<file path="config.mk">
export PLATFORM = sky130hd
export DESIGN_NAME = pulse_scheduler
export DESIGN_NICKNAME = d
export VERILOG_FILES = /design/src/rtl/pulse_scheduler.sv
export SDC_FILE = /design/constraint.sdc
export NUM_CORES = 1
export LEC_CHECK = 0
export ABC_AREA = 1
export BUFFER_PORTS_ARGS = -buffer_cell sky130_fd_sc_hd__buf_2
export CORE_UTILIZATION = 25
export CTS_BUF_LIST = sky130_fd_sc_hd__clkbuf_8 sky130_fd_sc_hd__clkbuf_16
export DETAILED_ROUTE_END_ITERATION = 10
export SYNTH_ARGS = -nofsm -noshare
export SYNTH_HDL_FRONTEND = slang
export SYNTH_SLANG_ARGS = --single-unit
</file>
<file path="constraint.sdc">
create_clock -name clk -period 2.81 [get_ports clk]
set_input_delay 0.1405 -clock clk [delete_from_list [all_inputs] [get_ports clk]]
set_output_delay 0.1405 -clock clk [all_outputs]
set_load 0.05 [all_outputs]
</file>
<file path="src/rtl/pulse_scheduler.sv">
`default_nettype none
// ============================================================================
// Module      : pulse_scheduler
// Description : Round-robin arbiter that shares one stretched pulse output
//               (fixed high time plus optional low guard gap) among N_REQ
//               single-cycle requesters, with per-requester merge/drop flags.
// Revision    : 1.0 - initial release
// ============================================================================
module pulse_scheduler #(
  parameter int N_REQ        = 4,
  parameter int PULSE_CYCLES = 65536,
  parameter int GAP_CYCLES   = 16
) (
  input  logic                                    clk,
  input  logic                                    rst,
  input  logic                                    en,
  input  logic [N_REQ-1:0]                        req,
  input  logic                                    clr_drop,
  output logic                                    pulse_out,
  output logic [((N_REQ > 1) ? $clog2(N_REQ) : 1)-1:0] grant_id,
  output logic                                    busy,
  output logic [N_REQ-1:0]                        pending,
  output logic [N_REQ-1:0]                        drop
);

  localparam int IDX_W   = (N_REQ > 1) ? $clog2(N_REQ) : 1;
  localparam int MAX_CYC = (PULSE_CYCLES > GAP_CYCLES) ? PULSE_CYCLES : GAP_CYCLES;
  localparam int CNT_W   = $clog2(MAX_CYC) + 1;

  typedef enum logic [1:0] {
    ST_IDLE   = 2'd0,
    ST_ACTIVE = 2'd1,
    ST_GAP    = 2'd2
  } state_t;

  state_t             state_q, state_d;
  logic [CNT_W-1:0]   cnt_q, cnt_d;
  logic [IDX_W-1:0]   rr_q, rr_d;
  logic [IDX_W-1:0]   grant_q, grant_d;
  logic               pulse_q, pulse_d;
  logic               busy_q, busy_d;
  logic [N_REQ-1:0]   pending_q, pending_d;
  logic [N_REQ-1:0]   drop_q, drop_d;

  logic               win_found;
  logic [IDX_W-1:0]   win_idx;
  logic [IDX_W:0]     idx_sum;
  logic               grant;
  logic [N_REQ-1:0]   grant_mask;

  // Scan offsets from high to low so the nearest set bit at/after rr wins.
  always_comb begin
    win_found = 1'b0;
    win_idx   = '0;
    idx_sum   = '0;
    for (int k = N_REQ - 1; k >= 0; k--) begin
      idx_sum = {1'b0, rr_q} + (IDX_W + 1)'(k);
      if (idx_sum >= (IDX_W + 1)'(N_REQ)) begin
        idx_sum = idx_sum - (IDX_W + 1)'(N_REQ);
      end
      if (pending_q[idx_sum[IDX_W-1:0]]) begin
        win_found = 1'b1;
        win_idx   = idx_sum[IDX_W-1:0];
      end
    end
  end

  always_comb begin
    grant      = (state_q == ST_IDLE) && en && win_found;
    grant_mask = grant ? (N_REQ'(1) << win_idx) : '0;
    // A request on the winner's own grant edge re-arms it without a drop.
    pending_d  = (pending_q & ~grant_mask) | req;
    drop_d     = (clr_drop ? '0 : drop_q) | (req & pending_q & ~grant_mask);

    state_d = state_q;
    cnt_d   = cnt_q;
    rr_d    = rr_q;
    grant_d = grant_q;
    pulse_d = pulse_q;
    busy_d  = busy_q;

    case (state_q)
      ST_IDLE: begin
        if (grant) begin
          grant_d = win_idx;
          rr_d    = (win_idx == IDX_W'(N_REQ - 1)) ? '0 : win_idx + IDX_W'(1);
          cnt_d   = '0;
          pulse_d = 1'b1;
          busy_d  = 1'b1;
          state_d = ST_ACTIVE;
        end
      end
      ST_ACTIVE: begin
        if (cnt_q == CNT_W'(PULSE_CYCLES - 1)) begin
          pulse_d = 1'b0;
          cnt_d   = '0;
          if (GAP_CYCLES == 0) begin
            busy_d  = 1'b0;
            state_d = ST_IDLE;
          end else begin
            state_d = ST_GAP;
          end
        end else begin
          cnt_d = cnt_q + CNT_W'(1);
        end
      end
      ST_GAP: begin
        if (cnt_q == CNT_W'(GAP_CYCLES - 1)) begin
          cnt_d   = '0;
          busy_d  = 1'b0;
          state_d = ST_IDLE;
        end else begin
          cnt_d = cnt_q + CNT_W'(1);
        end
      end
      default: begin
        state_d = ST_IDLE;
        pulse_d = 1'b0;
        busy_d  = 1'b0;
        cnt_d   = '0;
      end
    endcase
  end

  always_ff @(posedge clk) begin
    if (!rst) begin
      state_q   <= ST_IDLE;
      cnt_q     <= '0;
      rr_q      <= '0;
      grant_q   <= '0;
      pulse_q   <= 1'b0;
      busy_q    <= 1'b0;
      pending_q <= '0;
      drop_q    <= '0;
    end else begin
      state_q   <= state_d;
      cnt_q     <= cnt_d;
      rr_q      <= rr_d;
      grant_q   <= grant_d;
      pulse_q   <= pulse_d;
      busy_q    <= busy_d;
      pending_q <= pending_d;
      drop_q    <= drop_d;
    end
  end

  assign pulse_out = pulse_q;
  assign grant_id  = grant_q;
  assign busy      = busy_q;
  assign pending   = pending_q;
  assign drop      = drop_q;

endmodule
`default_nettype wire

</file>
==> out/summary.log <==
[power_and_ir_drop] Cell Pwr Density 1050 mW/mm2
[place] Detailed Place HPWL 3860 um
[drt] DR DRC count 0
[grt] global-route wire length before repair 9140 um
[synth] synthesized netlist net count 364
[place] weighted congestion reported at the end of routability-driven placement 0.856
[finish] Post-layout nets 382
[grt] vias in the first global route 2,031
[grt] largest net degree at the start of global routing 34
[cts] Clock Sink Count 33
[timing] Post-Route Setup TNS 0 ns
[floorplanning] standard cell core area 0.00830 mm2
[synth] asr flop ratio synth 0%
[cts] TritonCTS buffer count 5
[grt] Congestion Overflow GR 0
[drt] DRT iter0 DRCs 79
[drt] total number of vias 2,154
[timing] headroom to the max-slew limit 65.0%
[grt] antenna violations before repair 0
[drt] drt via density 4.59
[power_and_ir_drop] Static Leak 1.09 nW
[synth] number of warning messages in the yosys log 0
[timing] Post-Route Skew 0.00676 ns
[cts] Worst-path clk slew 0.08 ns
[synth] gate count of the mapped netlist 345
[drt] post-detailed-route count of antenna-violating nets 0
[run_status] status finished, final reports clean
[cts] post-cts hold buffer count 0
[cts] H-tree level count 2
[cts] buffer type at the clock tree root sky130_fd_sc_hd__clkbuf_8
[cts] Post-CTS Repair Setup Buffers 0
[worst_setup_path] kind of start point of the critical path flop
[finish] Inserted Diodes 0
[min_path] class of the worst hold path in2reg
[flow_run] Max Cap Violations 0
[timing] hold violation count in the final report 0
[timing] setup repair after global routing missed its margin no
[power_and_ir_drop] Peak VDD IR 0.310 mV
[timing] final worst-path cycle share 87.2%
[synth] Avg Cell Area, Syn 6.26 um2
[place] Placed Instance Area 0.00232 mm2
[place] Placed Cells 461
[finish] Area growth, synth to finish 11.8%
[cts] TritonCTS clock tree done
[floorplanning] horizontal die dimension 94.9 um
[finish] share of final-layout standard cells stronger than drive strength 1 11.8%
[cts] insertion delay of the later-clocked pin in the worst-skew pair 0.29 ns
[drt] Routed WL 5130 um
[timing] highest achievable clock rate 408 MHz
[finish] most common cell after layout, fill and taps aside sky130_fd_sc_hd__nand2_1
[drt] average wire per standard cell 10.9 um
[synth] part of the Yosys area used for sequential elements 30.6%
[finish] summed area of non-filler cells in the final layout 0.00241 mm2
[worst_setup_path] sort of element at the end of the critical path flop
[worst_setup_path] maximum fanout count along the critical path 7
[timing] Final setup viols 0
[synth] netlist area before placement 0.00216 mm2
[synth] count of different cell masters after synthesis 32
[timing] worst-margin pin slew 0.521 ns
[floorplanning] die outline area 0.00901 mm2
[timing] minimum clock period 2.45 ns
[place] count of input and output buffers 19
[grt] all-layer global routing usage 13.0%
[cts] Resized cells post-CTS 0
[worst_setup_path] required time of the critical path 2.99 ns
[floorplanning] Die Y 94.9 um
[floorplanning] number of rows in the core area 33
[worst_setup_path] data arrival at the endpoint of the critical path 2.63 ns
[synth] Post-synth EDFFs 0
[floorplanning] IO Pins 20
[drt] number of detailed-route iterations in the first pass 4
[worst_setup_path] crit path kind reg2reg
[finish] fin cells 469
[cts] maximum count of clock buffers along a single path 2
[finish] leading cell types in the layout, fill and taps excluded sky130_fd_sc_hd__nand2_1, sky130_fd_sc_hd__inv_1, sky130_fd_sc_hd__nor2_1, sky130_fd_sc_hd__dfxtp_1, sky130_fd_sc_hd__nand3_1
[floorplanning] initial core utilization 26.0%
[synth] most common flop cell mapped by yosys sky130_fd_sc_hd__dfxtp_1
[timing] number of pins with negative max-slew slack in the final report 0
[synth] post-synthesis register bit count 33
[cell type report]
type	instances	area (um2)
multi-input combinational	256	1250
tap	105	131
clock inverter	3	17.5
timing repair buffer	20	103
inverter	47	179
sequential	33	661
fill	917	5890
clock buffer	5	68.8
[cell usage after synthesis, types with 2 or more instances]
cell                         n  area (um2)
sky130_fd_sc_hd__nand2_1   106         398
sky130_fd_sc_hd__inv_1      44         165
sky130_fd_sc_hd__nor2_1     39         146
sky130_fd_sc_hd__dfxtp_1    33         661
sky130_fd_sc_hd__nand3_1    29         145
sky130_fd_sc_hd__a21oi_1    27         135
sky130_fd_sc_hd__o21ai_0    16        80.1
sky130_fd_sc_hd__ha_1       11         138
sky130_fd_sc_hd__buf_6       4        45.0
sky130_fd_sc_hd__nand2_2     4        25.0
sky130_fd_sc_hd__nand4_1     4        25.0
sky130_fd_sc_hd__o21bai_1    4        30.0
sky130_fd_sc_hd__a21oi_2     2        17.5
sky130_fd_sc_hd__clkbuf_1    2        7.51
sky130_fd_sc_hd__nand2_4     2        22.5
sky130_fd_sc_hd__nand3_2     2        20.0
[stage by stage]
step | worst slack [ns] | power (W) | hold slack (ns) | utilization (%)
6_report | 0.361 | 0.00254 | 0.0948 | 29.1
5_1_grt | 0.0202 | 0.00283 | 0.0964 | 29.1
4_1_cts | 0.337 | 0.00256 | 0.0846 | 29.0
3_5_place_dp | 0.353 | 0.00219 | 0.402 | 28.0
3_3_place_gp | 0.491 | 0.00216 | 0.394 | 28.0
2_1_floorplan | 0.644 | 0.00198 | 0.274 | -
[worst paths after layout]
path	startpoint	end	slack, ns	cells after the start
hold / removal	req[1]	pending[1]	0.09	3
setup / recovery	cnt_q[0]	cnt_q[3]	0.36	17
setup reg to reg	cnt_q[0]	cnt_q[3]	0.36	17
hold reg to reg	drop[3]	drop[3]	0.47	2
[worst max-delay path, stage by stage, from the launching register on]
cell,delay (ns)
sky130_fd_sc_hd__dfxtp_1,0.37
sky130_fd_sc_hd__ha_1,0.22
sky130_fd_sc_hd__nand3_1,0.13
sky130_fd_sc_hd__nor2_1,0.16
sky130_fd_sc_hd__nand2_1,0.09
sky130_fd_sc_hd__nor2_1,0.13
sky130_fd_sc_hd__nand3_1,0.10
sky130_fd_sc_hd__nor2_1,0.11
sky130_fd_sc_hd__nand2_1,0.08
sky130_fd_sc_hd__inv_1,0.07
sky130_fd_sc_hd__ha_1,0.15
sky130_fd_sc_hd__nor2_1,0.06
sky130_fd_sc_hd__inv_1,0.05
sky130_fd_sc_hd__nand2_1,0.17
sky130_fd_sc_hd__nand2_2,0.17
sky130_fd_sc_hd__nand2_1,0.13
sky130_fd_sc_hd__nand3_1,0.10
sky130_fd_sc_hd__nor2_1,0.04
[cells by family (layout without fill, tap and decap cells)]
logic type               Yosys count  in the layout  share of synthesized area, %
AO/OA/AOI/OAI                     51             51                          12.8
XOR/XNOR                           2              2                         0.812
adder cells (fa/ha/maj)           11             11                          6.38
buffers and inverters             56             75                          11.5
flip-flops                        33             33                          30.6
AND/OR/NAND/NOR                  192            192                          38.0
[routing by layer]
| metal | global-route usage, % | part of all wire [%] |
|---|---|---|
| met1 | 16.1 | 50 |
| met2 | 22.1 | 46 |
| met3 | 2.66 | 3.3 |
| met4 | 4.55 | 1.1 |
| met5 | 0 | 0 |
[state kept, by name (all words and copies together) (netlist names)]
signal	flops
rr_q	2
grant_id	2
pulse_out	1
pending	4
cnt_q	17
busy	1
state_q	2
drop	4
[power by group]
group | switching [W] | internal [W] | total, W
sequential | 0.000110 | 0.000579 | 0.000688
combinational | 0.00105 | 0.000440 | 0.00149
clock | 0.000188 | 0.000171 | 0.000359
total | 0.00135 | 0.00119 | 0.00254
(Power assumes the default switching activity.)
